===== config.mk =====
export PLATFORM = sky130hd
export DESIGN_NAME = pwm_cfg_sequencer
export DESIGN_NICKNAME = d
export VERILOG_FILES = /design/src/rtl/pwm_cfg_sequencer.sv
export SDC_FILE = /design/constraint.sdc
export NUM_CORES = 1
export LEC_CHECK = 0
export CAP_MARGIN = 20
export CORE_MARGIN = 4
export CORE_UTILIZATION = 35
export DETAILED_ROUTE_END_ITERATION = 8
export SYNTH_ARGS = -nofsm -noshare
export SYNTH_HDL_FRONTEND = slang
export SYNTH_SLANG_ARGS = --single-unit

===== constraint.sdc =====
create_clock -name clk -period 8.8 [get_ports clk]
set_input_delay 1.32 -clock clk [delete_from_list [all_inputs] [get_ports clk]]
set_output_delay 1.32 -clock clk [all_outputs]
set_load 0.05 [all_outputs]

===== src/rtl/pwm_cfg_sequencer.sv =====
// pwm_cfg_sequencer
// Sole master of the PWM register block's byte bus. Loads a full PWM
// configuration atomically (disable, program, reset counter, optional
// re-enable) and takes coherent 16-bit counter snapshots from byte reads.
//
// Ports
//   clk, rst_n                   clock, asynchronous active-low reset
//   cfg_valid / cfg_ready        config request handshake (ready only in idle)
//   cfg_period/compare1/compare2 16-bit values latched on accept
//   cfg_prescale, cfg_upnotdown, cfg_functions   latched on accept
//   cfg_done                     one-cycle pulse after the last config write
//   rd_valid_in / rd_ready       snapshot request handshake (config wins ties)
//   rd_valid_out, rd_data        one-cycle pulse with the coherent counter value
//   reg_read, reg_write, reg_addr, reg_wdata   registered bus outputs
//   reg_rdata                    read data, valid in the same cycle as reg_read
module pwm_cfg_sequencer #(
    parameter bit          AUTO_START = 1'b1,
    parameter int unsigned RST_GAP    = 3
) (
    input  logic        clk,
    input  logic        rst_n,
    input  logic        cfg_valid,
    output logic        cfg_ready,
    input  logic [15:0] cfg_period,
    input  logic [15:0] cfg_compare1,
    input  logic [15:0] cfg_compare2,
    input  logic [7:0]  cfg_prescale,
    input  logic        cfg_upnotdown,
    input  logic [1:0]  cfg_functions,
    output logic        cfg_done,
    input  logic        rd_valid_in,
    output logic        rd_ready,
    output logic        rd_valid_out,
    output logic [15:0] rd_data,
    output logic        reg_read,
    output logic        reg_write,
    output logic [5:0]  reg_addr,
    output logic [7:0]  reg_wdata,
    input  logic [7:0]  reg_rdata
);

    localparam int unsigned GapW = (RST_GAP > 1) ? $clog2(RST_GAP) : 1;
    localparam logic [GapW-1:0] GapLast = GapW'(RST_GAP - 1);

    localparam logic [5:0] AddrCntL = 6'h08;
    localparam logic [5:0] AddrCntH = 6'h09;

    typedef enum logic [2:0] {
        StIdle, StCfgWr, StCfgGap, StRdH1, StRdL, StRdH2, StRdL2, StDone
    } state_e;

    state_e          state_q, state_d;
    logic [3:0]      step_q, step_d;
    logic [GapW-1:0] gap_q, gap_d;

    // Shadow copies of the request so later input changes cannot leak in.
    logic [15:0] period_q, cmp1_q, cmp2_q;
    logic [7:0]  pre_q;
    logic        ud_q;
    logic [1:0]  fn_q;

    logic [7:0]  h1_q, l_q, h2_q;

    logic        read_d, write_d;
    logic [5:0]  addr_d;
    logic [7:0]  wdata_d;
    logic        cfg_done_d, rd_valid_d;
    logic [15:0] rd_data_d;
    logic        cfg_accept;

    assign cfg_ready  = (state_q == StIdle);
    assign rd_ready   = (state_q == StIdle) && !cfg_valid;
    assign cfg_accept = cfg_valid && cfg_ready;

    // Next state plus the bus action for the next state, so the bus
    // outputs are registered yet line up with the state they belong to.
    always_comb begin
        state_d    = state_q;
        step_d     = step_q;
        gap_d      = gap_q;
        cfg_done_d = 1'b0;
        rd_valid_d = 1'b0;
        rd_data_d  = rd_data;

        unique case (state_q)
            StIdle: begin
                if (cfg_valid) begin
                    state_d = StCfgWr;
                    step_d  = 4'd0;
                end else if (rd_valid_in) begin
                    state_d = StRdH1;
                end
            end
            StCfgWr: begin
                if (step_q == 4'd11) begin
                    state_d = StCfgGap;
                    gap_d   = '0;
                end else if (step_q == 4'd13) begin
                    state_d    = StDone;
                    cfg_done_d = 1'b1;
                end else begin
                    step_d = step_q + 4'd1;
                end
            end
            StCfgGap: begin
                if (gap_q == GapLast) begin
                    if (AUTO_START) begin
                        state_d = StCfgWr;
                        step_d  = 4'd12;
                    end else begin
                        state_d    = StDone;
                        cfg_done_d = 1'b1;
                    end
                end else begin
                    gap_d = gap_q + 1'b1;
                end
            end
            StRdH1: state_d = StRdL;
            StRdL:  state_d = StRdH2;
            StRdH2: begin
                // High byte unchanged across the low read: the pair is coherent.
                if (reg_rdata == h1_q) begin
                    state_d    = StDone;
                    rd_valid_d = 1'b1;
                    rd_data_d  = {reg_rdata, l_q};
                end else begin
                    state_d = StRdL2;
                end
            end
            StRdL2: begin
                state_d    = StDone;
                rd_valid_d = 1'b1;
                rd_data_d  = {h2_q, reg_rdata};
            end
            StDone:  state_d = StIdle;
            default: state_d = StIdle;
        endcase

        read_d  = 1'b0;
        write_d = 1'b0;
        addr_d  = 6'h00;
        wdata_d = 8'h00;
        unique case (state_d)
            StCfgWr: begin
                write_d = 1'b1;
                case (step_d)
                    4'd0:    begin addr_d = 6'h02; wdata_d = 8'h00;            end
                    4'd1:    begin addr_d = 6'h0C; wdata_d = 8'h00;            end
                    4'd2:    begin addr_d = 6'h00; wdata_d = period_q[7:0];    end
                    4'd3:    begin addr_d = 6'h01; wdata_d = period_q[15:8];   end
                    4'd4:    begin addr_d = 6'h03; wdata_d = cmp1_q[7:0];      end
                    4'd5:    begin addr_d = 6'h04; wdata_d = cmp1_q[15:8];     end
                    4'd6:    begin addr_d = 6'h05; wdata_d = cmp2_q[7:0];      end
                    4'd7:    begin addr_d = 6'h06; wdata_d = cmp2_q[15:8];     end
                    4'd8:    begin addr_d = 6'h0A; wdata_d = pre_q;            end
                    4'd9:    begin addr_d = 6'h0B; wdata_d = {7'b0, ud_q};     end
                    4'd10:   begin addr_d = 6'h0D; wdata_d = {6'b0, fn_q};     end
                    4'd11:   begin addr_d = 6'h07; wdata_d = 8'h01;            end
                    4'd12:   begin addr_d = 6'h02; wdata_d = 8'h01;            end
                    4'd13:   begin addr_d = 6'h0C; wdata_d = 8'h01;            end
                    default: begin addr_d = 6'h00; wdata_d = 8'h00;            end
                endcase
            end
            StRdH1, StRdH2: begin
                read_d = 1'b1;
                addr_d = AddrCntH;
            end
            StRdL, StRdL2: begin
                read_d = 1'b1;
                addr_d = AddrCntL;
            end
            default: ;
        endcase
    end

    always_ff @(posedge clk or negedge rst_n) begin
        if (!rst_n) begin
            state_q      <= StIdle;
            step_q       <= 4'd0;
            gap_q        <= '0;
            reg_read     <= 1'b0;
            reg_write    <= 1'b0;
            reg_addr     <= 6'h00;
            reg_wdata    <= 8'h00;
            cfg_done     <= 1'b0;
            rd_valid_out <= 1'b0;
            rd_data      <= 16'h0000;
        end else begin
            state_q      <= state_d;
            step_q       <= step_d;
            gap_q        <= gap_d;
            reg_read     <= read_d;
            reg_write    <= write_d;
            reg_addr     <= addr_d;
            reg_wdata    <= wdata_d;
            cfg_done     <= cfg_done_d;
            rd_valid_out <= rd_valid_d;
            rd_data      <= rd_data_d;
        end
    end

    always_ff @(posedge clk or negedge rst_n) begin
        if (!rst_n) begin
            period_q <= 16'h0000;
            cmp1_q   <= 16'h0000;
            cmp2_q   <= 16'h0000;
            pre_q    <= 8'h00;
            ud_q     <= 1'b0;
            fn_q     <= 2'b00;
        end else if (cfg_accept) begin
            period_q <= cfg_period;
            cmp1_q   <= cfg_compare1;
            cmp2_q   <= cfg_compare2;
            pre_q    <= cfg_prescale;
            ud_q     <= cfg_upnotdown;
            fn_q     <= cfg_functions;
        end
    end

    // Read bytes are captured at the end of their read cycle.
    always_ff @(posedge clk or negedge rst_n) begin
        if (!rst_n) begin
            h1_q <= 8'h00;
            l_q  <= 8'h00;
            h2_q <= 8'h00;
        end else begin
            if (state_q == StRdH1) h1_q <= reg_rdata;
            if (state_q == StRdL)  l_q  <= reg_rdata;
            if (state_q == StRdH2) h2_q <= reg_rdata;
        end
    end

endmodule


Yosys cells after proc, flatten, opt, wreduce, memory -nomap -nowiden
Cells that the tools add are included.
Widths: inputs -> output; s select.
{"block": "classes", "add_sub_neg": 2, "n_eq_ne": 32, "reduce_logical": 15, "n_mux": 28}
{"cell": "$pmux 8 s10", "n": 1}
{"cell": "$pmux 4 s11", "n": 1}
{"cell": "$eq 4x4->1 const B", "n": 8}
{"cell": "$pmux 16 s2", "n": 1}
{"cell": "$pmux 3 s8", "n": 1}
{"cell": "$pmux 4 s3", "n": 2}
{"cell": "$eq 3x3->1 const B", "n": 7}
{"cell": "$eq 4x3->1 const B", "n": 4}
{"cell": "$mux 16", "n": 1}
{"cell": "$mux 4", "n": 4}
{"cell": "$mux 3", "n": 5}
{"cell": "$eq 3x2->1 const B", "n": 3}
{"cell": "$eq 4x2->1 const B", "n": 2}
{"cell": "$eq 8x8->1", "n": 1}
{"cell": "$mux 8", "n": 1}
{"cell": "$reduce_or 2->1", "n": 4}
{"cell": "$mux 1", "n": 7}
{"cell": "$eq 3x1->1 const B", "n": 2}
{"cell": "$ne 2x2->1 const B", "n": 3}
{"cell": "$add 4x1->4 const B", "n": 1}
{"cell": "$eq 4x1->1 const B", "n": 1}
{"cell": "$logic_not 4->1", "n": 1}
{"cell": "$mux 2", "n": 2}
{"cell": "$pmux 2 s2", "n": 1}
{"cell": "other kinds (11)", "n": 13}
{"block": "word_totals", "word_cells": 96, "regBits": 126, "output_inout_bits": 36, "inputBits": 71}

Depth between registers and ports, before layout
Gate-level depths: netlist (run 1).
{"block": "depth", "word_depth": 8, "depth_mapped": 11, "ltp_nobuf": 10}

Least setup slack after synthesis (run 1)
No wires, ideal clock.
{"block": "synth_path", "kind": "input -> register", "start": "input cfg_valid", "end": "register reg_wdata[0]", "path_stages": 8, "setup_ns": 0.082, "required_time_ns": 8.718, "n_path_buf": 1, "setup_slack_ns": 4.403, "arrival_ns": 4.315, "cell_sequence": "nor4_1 -> a31oi_1 -> and2_1 -> buf_4 -> o21ai_1 -> a2111oi_0 -> or4_1 -> a31oi_1"}
{"block": "synth_between", "elab_chain_cells": 6, "elab_cells_between_ends": 20, "classes_between": "eq/ne (13); mux (6); reduce/logical (1)"}
{"element": "from (decl)", "line_no": "22", "source": "input logic cfg_valid,"}
{"element": "$mux 4", "line_no": "87", "source": "if (cfg_valid) begin"}
{"element": "$pmux 4 s3", "line_no": "85", "source": "unique case (state_q)"}
{"element": "$eq 4x4->1", "line_no": "146", "source": "case (step_d)"}
{"element": "$reduce_or 3->1 (no source line)"}
{"element": "$pmux 8 s10", "line_no": "146"}
{"element": "$mux 8 (*)", "line_no": "143", "source": "unique case (state_d)"}
{"element": "named net wdata_d[0]", "line_no": "66", "source": "logic [7:0] wdata_d;"}
{"element": "to (signal assigned)", "line_no": "195", "source": "reg_wdata <= wdata_d;"}
{"element": "to (decl)", "line_no": "38", "source": "output logic [7:0] reg_wdata,"}
The timed path passes the listed nets; every way through them passes the cells marked *.
A chain may end at the register's enable or synchronous reset.

Worst setup path after layout (run 1)
{"block": "layout_path", "start": "input cfg_valid", "end": "output rd_ready"}
{"block": "layout_between", "elab_chain_cells": 2}
{"element": "$logic_not 1->1", "line_no": "72", "source": "assign rd_ready = (state_q == StIdle) && !cfg_valid;"}
{"element": "$logic_and 1x1->1", "line_no": "72"}
{"element": "to (decl)", "line_no": "32", "source": "output logic rd_ready,"}
Every way passes these cells.

==> impl_metrics.json, run 1 <==
{
  "cts_buffers": 17,
  "ys_warn_count": 0,
  "clkTransAtPathRegs_ns": 0.05,
  "critical-path-slowest-cell": "clkdlybuf4s50_1",
  "numPortBuffers": 104,
  "start_util_pct": 35.5,
  "cp_data_required_time_ns": 7.48,
  "place_congestion": 0.848,
  "grt_max_degree": 71,
  "hpwl_um": 10300,
  "syn_avg_cell_area_um2": 11.7,
  "grt_overflow_total": 0,
  "cpPeakStageDelay_ns": 0.94,
  "async_flop_share_pct": 100,
  "crit_path_frequent_cell": "clkdlybuf4s50_1",
  "maxCapViolations": 0,
  "initialDrtViolationCount": 246,
  "slew_headroom_pct": 30.7,
  "place_area_mm2": 0.00706,
  "fill_cells": 1522,
  "track_usage_pct": 16.0,
  "grt_pass1_wl_um": 23200,
  "cts_sinks": 124,
  "fmax_mhz": 221,
  "insertion_delay_ns": 0.41,
  "final_area_mm2": 0.00771,
  "total_power_w": 0.00326,
  "maxSlewViolCount": 0,
  "cp_num_cells": 3,
  "cts_buffer_depth": 2,
  "synth_flop_cell": "dfrtp_1",
  "power.density_mw_per_mm2": 422,
  "vias": 4347,
  "synth_cell_types": 63,
  "crit_buf_inv": 2,
  "wl_per_cell_um": 17.2,
  "p_leak_nw": 3.26,
  "crit_family": "buffers and inverters",
  "worst_setup_path_start_kind": "input port",
  "rsz0062_at_grt": "false",
  "synth-seq-cells": 124,
  "status": "complete, no violations",
  "endpoint_kind": "output port",
  "fin_skew_ns": 0.00605,
  "grt_pass1_vias": 4477,
  "critPathKind": "in2out",
  "multi_input_area_mm2": 0.00253,
  "antenna_found_initial": 0,
  "synth_area_mm2": 0.00585,
  "cts_max_level": 4,
  "period_share_pct": 51.4,
  "fin_nets": 678,
  "synth-edff-count": 0,
  "drive_gt1_share_pct": 21.1,
  "cts_tree": "yes",
  "totalWireLength_um": 14400,
  "drc": 0,
  "r2r_cells": 9,
  "hold_path_depth": 1,
  "fin_crit_ns": 4.52,
  "cp_max_fo": 4,
  "cp_cell_sequence": "clkdlybuf4s50_1, nor4_1, clkdlybuf4s50_1",
  "report.final.hold_viol_count": 0,
  "core-area_mm2": 0.0165,
  "syn_inst": 502,
  "postCtsHoldBufs": 0,
  "final_antenna_net_count": 0,
  "ios": 107,
  "fp.dieW_um": 137,
  "drt-pass1-iter-count": 6,
  "worstMarginPinSlew_ns": 1.04,
  "post_cts_buffers": 0,
  "dieArea_mm2": 0.0189,
  "viasPerCell": 5.19,
  "regArea_mm2": 0.00310,
  "cts_root_buffer": "clkbuf_16",
  "diodes": 0,
  "num_rows": 47,
  "setup_tns_ns": 0,
  "syn_to_final_growth_pct": 31.7,
  "ys_seq_area_share_pct": 53.0,
  "setup_viol": 0,
  "cts_resized": 0,
  "hold_class": "reg2reg",
  "cp.arrival_ns": 3.20,
  "die_h_um": 137,
  "irDropWorstVdd_mv": 0.191
}
## layer usage
layer	GRT usage, %	vias to the layer above	part of all wire, %
met3	4.24	20	5.3
met5	0	-	0
met4	5.71	0	1.6
met1	20.9	2146	44
li1	-	2023	-
met2	25.6	158	49
## cells by family (layout without fill, tap and decap cells)
kind of cell,Yosys count,count (layout),synth area share [%]
buffers and inverters,48,162,3.76
adders and majority gates,3,3,0.642
and+or+nand+nor,114,114,10.2
AOI/OAI and AO/OA,103,103,12.1
xor gates and xnor gates,9,9,1.35
DFF,124,124,53.0
muxes,100,100,18.8
other,1,2,0.0641
## worst paths after layout
path / from / endpoint / slack, ns
max in group asynchronous: rst_n / reg_wdata[1]$_DFF_PN0_ / 6.50
min in group asynchronous: rst_n / gap_q[0]$_DFFE_PN0P_ / 0.99
worst min register to register: gap_q[0]$_DFFE_PN0P_ / gap_q[0]$_DFFE_PN0P_ / 0.50
worst min-delay path: gap_q[0]$_DFFE_PN0P_ / gap_q[0]$_DFFE_PN0P_ / 0.50
worst max-delay path: cfg_valid / rd_ready / 4.28
worst max register to register: step_q[1]$_DFF_PN0_ / reg_wdata[5]$_DFF_PN0_ / 4.84
## registers in the layout (all words and copies together) (netlist names), 4 cells and up
signal     cells
reg_wdata      8
period_q      16
cmp2_q        16
step_q         4
l_q            8
reg_addr       4
pre_q          8
cmp1_q        16
h2_q           8
h1_q           8
rd_data       16
## stage by stage
| step | std cells | utilization (%) | setup WS, ns | hold WS, ns |
|---|---|---|---|---|
| 2_1_floorplan | 503 | - | 4.40 | 0.458 |
| 3_3_place_gp | 803 | 42.8 | 3.82 | 0.478 |
| 3_5_place_dp | 803 | 42.8 | 3.67 | 0.495 |
| 4_1_cts | 835 | 46.6 | 4.12 | 0.504 |
| 5_1_grt | 837 | 46.8 | 4.15 | 0.519 |
| 6_report | 837 | 46.8 | 4.28 | 0.501 |
## report_power, final
group | leakage, nW | switching (W) | internal (W) | total (W)
logic | 1.48 | 0.000862 | 0.000627 | 0.00149
registers | 1.48 | 0.000188 | 0.000849 | 0.00104
clock network | 0.299 | 0.000259 | 0.000470 | 0.000729
total | 3.26 | 0.00131 | 0.00195 | 0.00326
## cell usage in the layout, fill, tap and decap left out, drive strengths merged, types with 14 or more instances in the layout
| cell | instances |
|---|---|
| nand3 | 14 |
| a21oi | 23 |
| o21ai | 28 |
| clkbuf | 20 |
| clkdlybuf4s50 | 103 |
| inv | 23 |
| nor2 | 30 |
| dfrtp | 124 |
| mux2 | 80 |
| nand2 | 34 |
| mux2i | 20 |
## synth_stat cells (all sizes together), types with 2 or more instances
| master | count | area, um2 |
|---|---|---|
| xnor2 | 9 | 78.8 |
| ha | 3 | 37.5 |
| nor3 | 2 | 15.0 |
| a211oi | 8 | 65.1 |
| inv | 20 | 75.1 |
| o221a | 2 | 22.5 |
| a2111oi | 2 | 17.5 |
| dfrtp | 124 | 3100 |
| nor4 | 5 | 52.6 |
| o211a | 3 | 37.5 |
| nand2 | 34 | 135 |
| mux2i | 20 | 200 |
| a21oi | 23 | 115 |
| a31oi | 11 | 68.8 |
| a222oi | 7 | 70.1 |
| nor2 | 30 | 118 |
| nand3 | 14 | 70.1 |
| or2 | 2 | 12.5 |
| a21o | 3 | 22.5 |
| or4 | 2 | 15.0 |
| mux2 | 80 | 901 |
| o2111ai | 2 | 17.5 |
| clkbuf | 17 | 63.8 |
| nor3b | 11 | 82.6 |
| or3 | 2 | 12.5 |
| o21bai | 3 | 22.5 |
| and2 | 3 | 18.8 |
| o21ai | 28 | 140 |
| nand2b | 2 | 12.5 |
| buf | 11 | 81.3 |
## area by class of cell
cell class / instances / share of cell area [%]
clock inverters: 12 / 2.05
well taps: 220 / 3.57
flip-flops and latches: 124 / 40.3
multi-input cells: 331 / 32.9
inverters: 20 / 0.974
repair buffers: 110 / 14.2
clock buffers: 20 / 6.06
(Power assumes the default switching activity.)
==> inputs of run 2 (changes only) <==
clock period = 4.6 ns   (was 8.8 ns; I/O delays follow)
==> run 2 against run 1 <==
  * Cell count increased by 0.60%
  * Worst setup slack got worse by 3.4 ns
  * Cell area increased by 0.55%
  * Global-route usage decreased by 0.080 points
  * Non-clock buffer count increased by 6
  * Core utilization increased by 0.26 points
  * Wire length about the same
  * Count of clock-buffer cells in the layout increased by 1
  * Critical path type is now reg2reg
  * Critical endpoint is now reg_wdata[5]$_DFF_PN0_
  * Largest power group unchanged
  * Highest routed layer unchanged
==> impl_metrics.json, run 2 (synthesis gave the netlist of run 1 again) <==
{
  "track_usage_pct": 15.9,
  "grt_pass1_wl_um": 22800,
  "slew_headroom_pct": 40.7,
  "status": "complete, no violations",
  "fmax_mhz": 268,
  "p_leak_nw": 3.29,
  "cp_cell_sequence": "buf_4, inv_1, ha_1, a31o_1, a222oi_1, nand2_1, a221oi_4, inv_2, nor2_2, nand3_1, a31oi_1",
  "setup_viol": 0,
  "place_congestion": 0.877,
  "setup_tns_ns": 0,
  "grt_busiest_layer": "met2",
  "core-area_mm2": 0.0165,
  "start_util_pct": 35.5,
  "cpPeakStageDelay_ns": 0.76,
  "cts_root_buffer": "clkbuf_16",
  "hold_class": "in2async",
  "place_area_mm2": 0.00710,
  "wl_per_cell_um": 17.0,
  "diodes": 0,
  "grt_max_degree": 85,
  "endpoint_kind": "register",
  "antenna_found_initial": 0,
  "initialDrtViolationCount": 213,
  "dieArea_mm2": 0.0189,
  "cts_tree": "yes",
  "maxCapViolations": 0,
  "fin_crit_ns": 3.74,
  "mostFrequentLayoutCells": "dfrtp_1, clkdlybuf4s50_1, mux2_2",
  "cts_sinks": 124,
  "period_share_pct": 81.2,
  "met2_usage_pct": 24.5,
  "drc": 0,
  "cts_max_level": 4,
  "fin_skew_ns": 0.00596,
  "cp.arrival_ns": 4.06,
  "cp_max_fo": 15,
  "final_antenna_net_count": 0,
  "gr-usage-met3_pct": 4.35,
  "use_met1_pct": 21.2,
  "num_rows": 47,
  "hpwl_um": 10400,
  "syn_to_final_growth_pct": 32.4,
  "worstMarginPinSlew_ns": 0.883,
  "worst_setup_path_start_kind": "register",
  "clkTransAtPathRegs_ns": 0.05,
  "insertion_delay_ns": 0.42,
  "fp.dieW_um": 137,
  "cts_buffers": 17,
  "cts_buffer_depth": 2,
  "viasPerCell": 5.12,
  "power.density_mw_per_mm2": 797,
  "final_area_mm2": 0.00775,
  "grt_overflow_total": 0,
  "critical-path-slowest-cell": "a221oi_4",
  "vias": 4313,
  "maxSlewViolCount": 0,
  "layout_commonest_cell": "dfrtp_1",
  "post_cts_buffers": 0,
  "totalWireLength_um": 14300,
  "cts_resized": 0,
  "fin_nets": 684,
  "numPortBuffers": 104,
  "critPathKind": "reg2reg",
  "die_h_um": 137,
  "grt_pass1_vias": 4321,
  "report.final.hold_viol_count": 0,
  "postCtsHoldBufs": 0,
  "irDropWorstVdd_mv": 0.455,
  "drive_gt1_share_pct": 21.2,
  "cp_data_required_time_ns": 4.92,
  "drt-pass1-iter-count": 6,
  "rsz0062_at_grt": "false",
  "ios": 107
}
==> run 2: cell types whose count changed in the layout (fill, tap and decap cells not counted) <==
cell,previous run,this run
buf_4,5,11
clkbuf_1,0,3
clkinv_4,1,4
inv_6,3,0
buf_16,0,2
clkbuf_8,3,1
clkinvlp_4,3,1
buf_6,1,0
buf_8,1,0
==> run 2: power breakdown <==
part	switching (W)	internal, W
combinational	0.00165	0.00122
clock	0.000475	0.000863
sequential	0.000348	0.00162
total	0.00247	0.00370
==> run 2: final cells by class <==
class | instances | area, um2
inverter | 20 | 75.1
sequential | 124 | 3100
clock inverter | 10 | 143
tap | 220 | 275
multi-input combinational | 331 | 2530
timing repair buffer | 116 | 1170
clock buffer | 21 | 450
fill | 1505 | 8720
==> run 2: critical path: cells and delay by family (launching register included) <==
kind                     cells  cell delay [ns]
buffers and inverters        3             0.53
flip-flops                   1             0.32
AO/OA/AOI/OAI                4             1.78
adder cells (fa/ha/maj)      1             0.27
AND/OR/NAND/NOR              3             0.72
==> run 2: path summary, 6_finish.rpt <==
path / to / startpoint / slack, ns / cells past startpoint
max: reg_wdata[5]$_DFF_PN0_ / step_q[1]$_DFF_PN0_ / 0.86 / 11
min: gap_q[0]$_DFFE_PN0P_ / rst_n / 0.18 / 1
max reg2reg: reg_wdata[5]$_DFF_PN0_ / step_q[1]$_DFF_PN0_ / 0.86 / 11
min reg2reg: cmp2_q[13]$_DFFE_PN0P_ / cmp2_q[13]$_DFFE_PN0P_ / 0.50 / 1
max in group asynchronous: step_q[0]$_DFF_PN0_ / rst_n / 3.39 / 3
min in group clk: cmp2_q[13]$_DFFE_PN0P_ / cmp2_q[13]$_DFFE_PN0P_ / 0.50 / 1
==> run 2: layer usage <==
metal | vias to the layer above | routed length [um]
met5 | - | 0
met4 | 0 | 370
met2 | 156 | 6800
met3 | 26 | 869
li1 | 2033 | -
met1 | 2098 | 6310
==> run 2: stage by stage <==
step                      cells  util [%]  hold slack (ns)  power (W)  setup slack (ns)
after floorplan             503         -            0.394    0.00405             0.833
after global placement      809      43.1            0.478    0.00477             0.823
after detailed placement    809      43.1            0.489    0.00485             0.711
after CTS                   840      46.7            0.496    0.00622             0.912
after global routing        842      47.1            0.183    0.00658             0.649
final                       842      47.1            0.182    0.00617             0.863
